**src/rtl/i2c_master_arbiter.sv**
```systemverilog
// Round-robin arbiter sharing one I2C master between NREQ requesters.
// Latches the winner's payload and sequences Start/RW/Set_pointer/Return, including pointer-set + repeated-start reads.
module i2c_master_arbiter #(
  parameter int          NREQ    = 2,
  parameter logic [15:0] TIMEOUT = 16'd50000
) (
  input  logic                 Clk,
  input  logic                 Rst,
  input  logic [NREQ-1:0]      Req,
  input  logic [NREQ-1:0]      Req_rw,
  input  logic [NREQ*8-1:0]    Req_ptr,
  input  logic [NREQ*16-1:0]   Req_wdata,
  output logic [NREQ-1:0]      Gnt,
  output logic [NREQ-1:0]      Done,
  output logic [NREQ-1:0]      Err,
  output logic [15:0]          Rdata,
  output logic                 Busy,
  output logic                 M_Start,
  output logic                 M_RW,
  output logic [7:0]           M_Pointer,
  output logic                 M_Set_pointer,
  output logic                 M_Return,
  output logic [15:0]          M_Wdata,
  input  logic                 M_Ready,
  input  logic                 M_Repeat,
  input  logic                 M_Data_valid,
  input  logic                 M_Error,
  input  logic [15:0]          M_Rdata
);
  localparam int IW = (NREQ > 1) ? $clog2(NREQ) : 1;

  typedef enum logic [2:0] {IDLE, ARB, LAUNCH, WAIT_PTR, RESTART, WAIT_DONE, COMPLETE} state_t;

  state_t          state, state_nxt;
  logic [IW-1:0]   rr, win, idx;
  logic            found;
  logic [NREQ-1:0] gnt_q, gnt_arb;
  logic            sel_rw;
  logic [7:0]      sel_ptr;
  logic [15:0]     sel_wdata;
  logic            rw_q, err_q, err_nxt, dv_seen;
  logic [7:0]      ptr_q;
  logic [15:0]     wdata_q;
  logic [15:0]     tmr;
  logic            tmo;

  // First set request at or after the round-robin pointer, wrapping at NREQ.
  always_comb begin : pick
    logic [IW:0] s;
    found = 1'b0;
    win   = '0;
    s     = '0;
    for (int i = 0; i < NREQ; i++) begin
      s = {1'b0, rr} + (IW+1)'(i);
      if (s >= (IW+1)'(NREQ)) s = s - (IW+1)'(NREQ);
      if (!found && Req[s[IW-1:0]]) begin
        found = 1'b1;
        win   = s[IW-1:0];
      end
    end
  end

  always_comb begin
    sel_rw    = 1'b0;
    sel_ptr   = '0;
    sel_wdata = '0;
    gnt_arb   = '0;
    for (int i = 0; i < NREQ; i++) begin
      if (found && win == IW'(i)) begin
        sel_rw     = Req_rw[i];
        sel_ptr    = Req_ptr[i*8 +: 8];
        sel_wdata  = Req_wdata[i*16 +: 16];
        gnt_arb[i] = 1'b1;
      end
    end
  end

  assign tmo = (tmr == '0);

  always_comb begin
    state_nxt = state;
    err_nxt   = err_q;
    case (state)
      IDLE:     if (|Req && M_Ready) state_nxt = ARB;
      ARB: begin
        err_nxt   = 1'b0;
        state_nxt = found ? LAUNCH : IDLE;
      end
      LAUNCH:   if (!M_Ready) state_nxt = rw_q ? WAIT_PTR : WAIT_DONE;
      WAIT_PTR: begin
        if (M_Repeat) state_nxt = RESTART;
        else if (M_Ready) begin
          state_nxt = COMPLETE;
          err_nxt   = 1'b1;
        end
      end
      RESTART:  if (!M_Repeat) state_nxt = WAIT_DONE;
      WAIT_DONE: begin
        if (M_Error) err_nxt = 1'b1;
        if (M_Ready) begin
          state_nxt = COMPLETE;
          if (rw_q && !dv_seen && !M_Data_valid) err_nxt = 1'b1;
        end
      end
      COMPLETE: state_nxt = IDLE;
      default:  state_nxt = IDLE;
    endcase
    // The watchdog overrides whatever the master is doing.
    if ((state == LAUNCH || state == WAIT_PTR || state == RESTART || state == WAIT_DONE) && tmo) begin
      state_nxt = COMPLETE;
      err_nxt   = 1'b1;
    end
  end

  always_ff @(posedge Clk or negedge Rst) begin
    if (!Rst) begin
      state   <= IDLE;
      rr      <= '0;
      idx     <= '0;
      gnt_q   <= '0;
      rw_q    <= 1'b0;
      ptr_q   <= '0;
      wdata_q <= '0;
      err_q   <= 1'b0;
      dv_seen <= 1'b0;
      tmr     <= '0;
      Rdata   <= '0;
    end else begin
      state <= state_nxt;
      err_q <= err_nxt;
      case (state)
        ARB: begin
          gnt_q   <= gnt_arb;
          idx     <= win;
          rw_q    <= sel_rw;
          ptr_q   <= sel_ptr;
          wdata_q <= sel_wdata;
          dv_seen <= 1'b0;
          tmr     <= TIMEOUT - 16'd1;
        end
        LAUNCH, WAIT_PTR, RESTART, WAIT_DONE: if (!tmo) tmr <= tmr - 16'd1;
        COMPLETE: begin
          gnt_q <= '0;
          rr    <= (idx == IW'(NREQ - 1)) ? '0 : idx + 1'b1;
        end
        default: ;
      endcase
      if (state == WAIT_DONE && M_Data_valid) begin
        Rdata   <= M_Rdata;
        dv_seen <= 1'b1;
      end
    end
  end

  assign Busy          = (state != IDLE);
  assign Gnt           = (state == ARB) ? gnt_arb : gnt_q;
  assign Done          = (state == COMPLETE) ? gnt_q : '0;
  assign Err           = (state == COMPLETE && err_q) ? gnt_q : '0;
  assign M_Start       = (state == LAUNCH);
  assign M_Set_pointer = (state == LAUNCH) && rw_q;
  assign M_RW          = (state == RESTART);
  assign M_Return      = (state == RESTART);
  assign M_Pointer     = ptr_q;
  assign M_Wdata       = wdata_q;
endmodule

```
**config.mk**
```make
export PLATFORM = sky130hd
export DESIGN_NAME = i2c_master_arbiter
export DESIGN_NICKNAME = d
export VERILOG_FILES = /design/src/rtl/i2c_master_arbiter.sv
export SDC_FILE = /design/constraint.sdc
export NUM_CORES = 1
export LEC_CHECK = 0
export CAP_MARGIN = 40
export CORE_MARGIN = 4
export CORE_UTILIZATION = 49
export DETAILED_ROUTE_END_ITERATION = 12
export GPL_ROUTABILITY_DRIVEN = 0
export PLACE_DENSITY = 0.95
export SETUP_SLACK_MARGIN = 0.2
export SLEW_MARGIN = 10
export SYNTH_ARGS = -nofsm -noshare
export SYNTH_HDL_FRONTEND = slang
export SYNTH_SLANG_ARGS = --single-unit
```
**constraint.sdc**
```tcl
create_clock -name Clk -period 6.1 [get_ports Clk]
set_clock_uncertainty 0.05 [all_clocks]
set_input_delay 1.525 -clock Clk [delete_from_list [all_inputs] [get_ports Clk]]
set_output_delay 1.525 -clock Clk [all_outputs]
set_load 0.05 [all_outputs]
```
Word level (Yosys, flattened, before mapping)
Index checks and enable logic that the tools add are counted.
Storage, ports and cells
  register bits: 66
  output and inout port bits: 51
  input bits: 74
Cells by class
  $add $sub $neg: 5
  $lt $le $gt $ge: 4
  equal/unequal tests: 12
  bitwise logic cells: 1
  reduce and logical (&&, ||, !) cells: 28
  muxes and demuxes: 43
Operator list (count)
  16-bit two-way mux: 3
  16-bit case mux with 2 select lines: 1
  1-bit two-way mux: 23
  3-bit two-way mux: 7
  3-bit case mux with 6 select lines: 1
  16-bit logical NOT: 1
  8-bit two-way mux: 2
  16-bit by 1-bit subtractor with 16-bit output, second input constant: 1
  3-bit by 2-bit != test with 1-bit output, second input constant: 4
  1-bit logical AND: 10
  3-bit equality test, second input constant: 3
  2-bit two-way mux: 4
  3-bit by 2-bit equality test with 1-bit output, second input constant: 2
  3-bit AND reduction: 2
  2-bit nonzero test: 3
  1-bit by 2-bit less-than comparator with 1-bit output, second input constant: 2
  2-bit case mux with 2 select lines: 1
  4-bit nonzero test: 1
  4-bit OR reduction: 1
  3-bit by 1-bit equality test with 1-bit output, second input constant: 1
  1-bit logical NOT: 3
  3-bit logical NOT: 1
  1-bit logical OR: 3
  3-bit != test, second input constant: 1
  other kinds (11): 12

Logic depth before layout (Yosys ltp)
Gate-level depths: netlist of run 1.
  word-level depth: 12
  depth in mapped cells: 7
  depth with buffers taken out: 6

Worst setup path before layout of run 1
No wires, ideal clock.
  path type: input to output
  start point: input Req[0]
  end point: output Gnt[1]
  slack: 1.477 ns
  cell stages on the path: 4
  arrival time: 3.048 ns
  buffers on the path: 1
  cell sequence: inv_1 > o21ai_0 > buf_1 > o21ai_0
Between the ends
  cells in the longest elaborated chain, start to end: 9
  elaborated cells on any way between the ends: 13
  those cells by class: mux: 10; reduce/logical: 3
RTL lines
  start: declaration: line 9  | input logic [NREQ-1:0] Req,
  1-bit two-way mux (implied by the code) (2 in a row): line 56  | if (!found && Req[s[IW-1:0]]) begin
  1-bit two-way mux: line 56
  1-bit logical NOT: line 56
  1-bit logical AND: line 56
  1-bit two-way mux: line 56
  1-bit logical AND (*): line 69  | if (found && win == IW'(i)) begin
  1-bit two-way mux (*): line 69
  2-bit two-way mux (*): line 156  | assign Gnt = (state == ARB) ? gnt_arb : gnt_q;
  end: declaration: line 13  | output logic [NREQ-1:0] Gnt,
Mark *: on every way between the ends. The rest lies on a longest branch, timed or not. The select of a mux whose other input is x is not followed.

Worst setup path in the final report of run 1
  start point: input Req[0]
  end point: output Gnt[0]
Between the ends
  cells in the longest elaborated chain, start to end: 10
  elaborated cells on any way between the ends: 14
  those cells by class: mux: 10; bitwise: 1; reduce/logical: 3
RTL lines (line)
  1-bit two-way mux (implied by the code) (2 in a row): 56
  1-bit two-way mux: 56
  1-bit logical NOT: 56
  1-bit logical AND: 56
  1-bit two-way mux: 56
  1-bit NOT: 69
  1-bit logical AND (*): 69
  1-bit two-way mux (*): 69
  2-bit two-way mux (*): 156
Marked as above.

==> results of run 1 <==
per-stage QoR:
step,instances,hold WS [ns],utilization (%),instance area [µm²]
2_1_floorplan,363,0.3670,-,3570
3_3_place_gp,565,0.3887,69.96,4858
3_5_place_dp,565,0.3970,69.96,4858
4_1_cts,581,0.4288,72.90,5062
5_1_grt,581,0.4573,72.90,5062
6_report,581,0.4243,72.90,5062
synth_stat cells (3+ instances only):
library cell,n
o211ai_1,7
nand2_1,42
inv_1,6
o41ai_1,4
a211oi_1,3
a21oi_1,11
and3_1,3
nor3b_1,4
nor4_1,3
or3_1,4
a31oi_1,5
nand2b_1,5
and2_1,31
o21ai_1,3
or4_1,5
nand4b_1,3
dfrtp_1,66
nor2_1,15
nand4_1,3
mux2_2,10
o21ai_0,31
nor2b_1,4
clkbuf_1,15
nand3_1,4
mux2_1,6
ha_1,4
nor3_1,5
mux2i_1,29
how the worst max path moves through the flow:
stage | startpoint | end | slack [ns] | depth (start not counted)
after floorplan | Req[0] | Gnt[1] | 1.48 | 4
after global placement | Req[0] | Gnt[0] | 1.01 | 7
after detailed placement | Req[0] | Gnt[0] | 0.96 | 7
after CTS | Req[0] | Gnt[0] | 0.94 | 7
after global routing | Req[0] | Gnt[0] | 0.86 | 7
final | Req[0] | Gnt[0] | 0.94 | 7
registers in the layout, summed over array words and instances (netlist names):
register	flops
M_Pointer	8
M_Wdata	16
Rdata	16
dv_seen	1
err_q	1
gnt_q	2
idx	1
rr	1
rw_q	1
state	3
tmr	16
power groups by stage:
| stage | combinational, mW | clock (mW) | sequential (mW) |
|---|---|---|---|
| 4_1_cts | 1.44 | 0.387 | 0.787 |
| 3_5_place_dp | 1.43 | 0 | 0.791 |
| 2_1_floorplan | 0.563 | 0 | 1.17 |
| 6_report | 1.43 | 0.383 | 0.793 |
| 3_3_place_gp | 1.39 | 0 | 0.771 |
| 5_1_grt | 1.52 | 0.407 | 0.817 |
area by class of cell:
| type | instances | area, µm² |
|---|---|---|
| clock buffer | 11 | 151.4 |
| fill | 489 | 1882 |
| tap | 96 | 120.1 |
| timing repair buffer | 129 | 1274 |
| inverter | 7 | 26.28 |
| multi-input combinational | 267 | 1787 |
| clock inverter | 5 | 52.55 |
| sequential | 66 | 1652 |
layout by cell type, fill, tap and decap left out, types with 5 or more instances in the layout:
cell type / netlist / routed
clkbuf_8: 0 / 11
mux2i_1: 29 / 29
o21ai_0: 31 / 30
a21oi_1: 11 / 11
nand2_1: 42 / 42
and2_1: 31 / 31
dfrtp_1: 66 / 66
nor3_1: 5 / 5
inv_1: 6 / 6
clkdlybuf4s50_1: 0 / 123
nand2b_1: 5 / 5
o211ai_1: 7 / 7
buf_4: 2 / 5
nor2_1: 15 / 15
or4_1: 5 / 5
mux2_1: 6 / 6
a31oi_1: 5 / 5
mux2_2: 10 / 10
worst register-to-register path, delay by kind of cell (launching register included):
family / cells / cell delay, ns
fa+ha+maj: 1 / 0.53
buf+inv: 2 / 0.64
compound gates: 3 / 0.89
flops: 1 / 0.62
layer usage:
layer | global-route usage (%) | up-vias | share of wire [%]
li1 | - | 1534 | -
met4 | 8.669 | 0 | 2.4
met1 | 26.78 | 1578 | 37
met2 | 43.54 | 123 | 53
met3 | 6.597 | 25 | 6.7
met5 | 0 | - | 0
logic make-up (layout without fill, tap and decap cells):
| logic type | after synthesis | in the layout | share of synthesized area (%) |
|---|---|---|---|
| mux | 45 | 45 | 13.18 |
| buf+inv | 30 | 152 | 3.995 |
| simple gates | 141 | 141 | 21.94 |
| xor+xnor | 1 | 1 | 0.2454 |
| flops | 66 | 66 | 46.27 |
| compound gates | 76 | 76 | 12.97 |
| fa+ha+maj | 4 | 4 | 1.402 |
==> impl_metrics.py, run 1 <==
metrics = {
    "power_and_ir_drop": {
        "total_leakage_power_nw": 2.158,
        "seq_power_share_pct": 30.4,
        "intPower_mw": 1.335,
        "total_power_mw": 2.608,
        "p_clk_share_pct": 14.7,
        "swShare_pct": 48.83,
        "netSwitchingPower_mw": 1.273,
        "powerDensity_mw_per_mm2": 515.2,
        "vdd_ir_drop_max_mv": 0.3463,
        "combPwrFrac_pct": 54.9,
    },
    "place": {
        "pre_cts_slack_ns": 0.9561,
        "hpwl_mm": 7.538,
        "port_buffers": 124,
    },
    "grt": {
        "gr-total-overflow": 0,
        "antenna_found_initial": 0,
        "grt_first_pass_wirelength_mm": 16.49,
        "grt_use_total_pct": 24.04,
        "grt_pass1_vias": 3431,
        "grt_max_degree": 67,
    },
    "synthesis": {
        "synth_area_leaders": "dfrtp_1 (46%), mux2i_1 (8.1%), and2_1 (5.4%)",
        "synth_top_flop_cell": "dfrtp_1",
        "synth_top_area_cell": "dfrtp_1",
        "ys_seq_area_share_pct": 46.27,
        "yosys_register_bits": 66,
        "synth_edf_count": 0,
        "yosysWarningCount": 0,
        "ys_async_sr_fraction_pct": 100.0,
        "postSynthAreaPerCell_um2": 9.834,
        "netlist.area_leader.share_pct": 46.27,
        "synth_nets": 441,
        "synth_area_mm2": 0.003570,
        "synthDistinctLibCells": 52,
        "syn_inst": 363,
    },
    "outcome": {
        "outcome": "finished clean",
    },
    "die": {
        "core_mm2": 0.006944,
        "floorplan.rows": 30,
        "dieArea_mm2": 0.008714,
        "initial_core_util_pct": 51.41,
        "die-width_um": 93.35,
        "io_pins": 125,
        "die_y_um": 93.35,
    },
    "job": {
        "drv_cap": 0,
    },
    "clock_tree": {
        "cts_tree": "built",
        "cts-buffers-inserted": 9,
        "clockBufferDepth": 2,
        "cts_num_sinks": 66,
        "path_clk_slew_ns": 0.07,
        "holdBufCountCts": 0,
        "clock_latency_ns": 0.36,
        "h-tree-depth": 3,
        "clock-root-buffer": "clkbuf_8",
        "cts_setup_buffers": 0,
        "cts_resized": 0,
    },
    "sta": {
        "max-slew-margin-rel_pct": 44.93,
        "rsz0062_at_grt": "false",
        "hold_viol": 0,
        "slew_violations": 0,
        "fmaxAchievable_mhz": 193.8,
        "period_needed_ns": 5.161,
        "tns_ns": 0,
        "period_share_pct": 84.61,
        "worst_pin_slew_ns": 0.8260,
        "setup_viol": 0,
        "setup_ws_ns": 0.9388,
    },
    "drt": {
        "wire_per_inst_um": 17.83,
        "drt_pre_antenna_iters": 4,
        "drc_errors": 0,
        "routed_wl_mm": 10.36,
        "drtIter0Drc": 237,
        "vias": 3260,
        "drtAntennaViolNets": 0,
        "vias_per_cell": 5.611,
    },
    "cells_and_area": {
        "drive_above_1_share_pct": 8.041,
        "area_delta_synth_final_pct": 41.82,
        "antennaDiodeCount": 0,
        "final_nets": 558,
    },
    "critical_path": {
        "crit_required_ns": 4.53,
        "regToRegEndpoint": "tmr[14]",
        "slowest_stage": "clkdlybuf4s50_1",
        "crit_buf_inv": 4,
        "critPathLaunchType": "input pin",
        "cp_slowest_stage_delay_ns": 0.81,
        "cpMostUsedCell": "clkdlybuf4s50_1",
        "r2r_setup_slack_ns": 3.26,
        "r2r-start": "state[1]",
        "crit_chain": "clkdlybuf4s50_1 -> inv_1 -> o21ai_4 -> buf_4 -> nand3_1 -> nand2_1 -> clkdlybuf4s50_1",
        "end_kind": "output pin",
        "crit_arrival_ns": 3.59,
        "crit_fanout": 14,
        "cp_top_family": "buffers and inverters",
        "reg2regPathDepth": 6,
        "path_class": "input pin to output pin",
    },
    "worst_hold_path": {
        "hp-start": "idx",
        "whs_endpoint": "rr",
        "whs_path_depth": 1,
        "min_path_type": "flip-flop to flip-flop",
    },
}
(Power assumes the default switching activity.)
==> inputs of run 2 (changes only) <==
CORE_UTILIZATION = 46   (was 49)
PLACE_DENSITY = 0.91   (was 0.95)
clock period = 4.81 ns   (was 6.1 ns; I/O delays follow)
==> impl_metrics.py, run 2 (synthesis results as in run 1) <==
metrics = {
    "place": {
        "hpwl_mm": 7.003,
        "pre_cts_slack_ns": 0.8932,
        "port_buffers": 124,
    },
    "grt": {
        "grt_use_total_pct": 21.06,
        "antenna_found_initial": 0,
        "grt_max_degree": 62,
        "grt_pass1_vias": 3335,
        "grt_first_pass_wirelength_mm": 15.37,
        "gr-total-overflow": 0,
    },
    "clock_tree": {
        "h-tree-depth": 3,
        "cts_num_sinks": 66,
        "path_clk_slew_ns": 0.07,
        "cts_tree": "built",
        "clock-root-buffer": "clkbuf_8",
        "cts_setup_buffers": 0,
        "holdBufCountCts": 0,
        "cts_resized": 0,
        "cts-buffers-inserted": 9,
        "clockBufferDepth": 2,
        "clock_latency_ns": 0.33,
    },
    "power_and_ir_drop": {
        "total_power_mw": 3.305,
        "powerDensity_mw_per_mm2": 650.4,
        "vdd_ir_drop_max_mv": 0.4595,
        "total_leakage_power_nw": 2.165,
    },
    "cells_and_area": {
        "final_nets": 557,
        "drive_above_1_share_pct": 7.469,
        "area_delta_synth_final_pct": 42.34,
        "final_cell_mix": "clkdlybuf4s50_1 (121), dfrtp_1 (66), nand2_1 (42), and2_1 (31), o21ai_0 (30)",
        "antennaDiodeCount": 0,
        "final_common_cell": "clkdlybuf4s50_1",
        "filler_cell_count": 573,
    },
    "critical_path": {
        "crit_required_ns": 3.56,
        "critPathLaunchType": "input pin",
        "path_class": "input pin to output pin",
        "r2r-start": "state[1]",
        "end_kind": "output pin",
        "crit_arrival_ns": 2.68,
        "cp-startpoint": "Req[1]",
        "crit_fanout": 28,
    },
    "drt": {
        "routed_wl_mm": 9.610,
        "wire_per_inst_um": 16.54,
        "drtIter0Drc": 265,
        "drc_errors": 0,
        "vias": 3225,
        "vias_per_cell": 5.551,
        "drtAntennaViolNets": 0,
        "drt_pre_antenna_iters": 4,
    },
    "die": {
        "initial_core_util_pct": 48.18,
        "die_y_um": 96.09,
        "dieArea_mm2": 0.009233,
        "io_pins": 125,
        "core_mm2": 0.007408,
        "die-width_um": 96.09,
        "floorplan.rows": 31,
    },
    "sta": {
        "slew_violations": 0,
        "setup_ws_ns": 0.8749,
        "fmaxAchievable_mhz": 254.1,
        "tns_ns": 0,
        "period_share_pct": 81.81,
        "period_needed_ns": 3.935,
        "worst_pin_slew_ns": 0.8017,
        "setup_viol": 0,
        "hold_viol": 0,
        "rsz0062_at_grt": "false",
        "max-slew-margin-rel_pct": 46.41,
    },
    "outcome": {
        "outcome": "finished clean",
    },
    "worst_hold_path": {
        "hp-start": "idx",
        "min_path_type": "flip-flop to flip-flop",
    },
    "job": {
        "drv_cap": 0,
    },
}
[run 2: cell types whose count changed in the layout (fill, tap and decap cells not counted), sizes merged]
cell           before  now
buf                 6    7
bufinv              1    2
clkdlybuf4s50     123  121
clkinv              4    2
clkinvlp            1    0
[run 2: metrics by stage]
| stage | std cells | area [µm²] | hold slack, ns | utilization (%) |
|---|---|---|---|---|
| 2_1_floorplan | 363 | 3570 | 0.3670 | - |
| 3_3_place_gp | 566 | 4855 | 0.3752 | 65.53 |
| 3_5_place_dp | 567 | 4875 | 0.3842 | 65.80 |
| 4_1_cts | 581 | 5081 | 0.3961 | 68.59 |
| 5_1_grt | 581 | 5081 | 0.4147 | 68.59 |
| 6_report | 581 | 5081 | 0.3915 | 68.59 |
[run 2: layout make-up]
type                       count  area (µm²)  area share [%]
sequential                    66        1652           32.50
inverter                       7       26.28          0.5171
multi-input combinational    267        1787           35.16
clock buffer                  11       141.4           2.783
timing repair buffer         128        1286           25.31
clock inverter                 3       65.06           1.280
tap                           99       123.9           2.438
[run 2: where the power goes]
group / internal, mW / switching [mW] / leakage (nW)
clock: 0.300 / 0.203 / 0.105
sequential: 0.790 / 0.202 / 0.797
combinational: 0.648 / 1.16 / 1.26
total: 1.74 / 1.57 / 2.17
[run 2: worst max-delay path, stage by stage]
cell	delay [ns]
clkdlybuf4s50_1	0.54
or2_2	0.44
nand3_1	0.18
nand2_1	0.18
buf_12	0.15
[run 2: path summary, 6_finish.rpt]
path,to,cells after the start,slack (ns)
max in group asynchronous,Rdata[4],2,3.39
min,rr,1,0.39
max,Gnt[0],5,0.87
min reg2reg,rr,1,0.39
min in group asynchronous,M_Pointer[4],1,0.72
max reg2reg,tmr[14],6,1.98
[run 2: per-layer routing]
metal | vias to the layer above | global-route usage, % | part of all wire (%)
li1 | 1524 | - | -
met1 | 1555 | 24.75 | 40
met2 | 121 | 36.63 | 51
met3 | 25 | 4.691 | 6.0
met4 | 0 | 9.242 | 2.9
met5 | - | 0 | 0
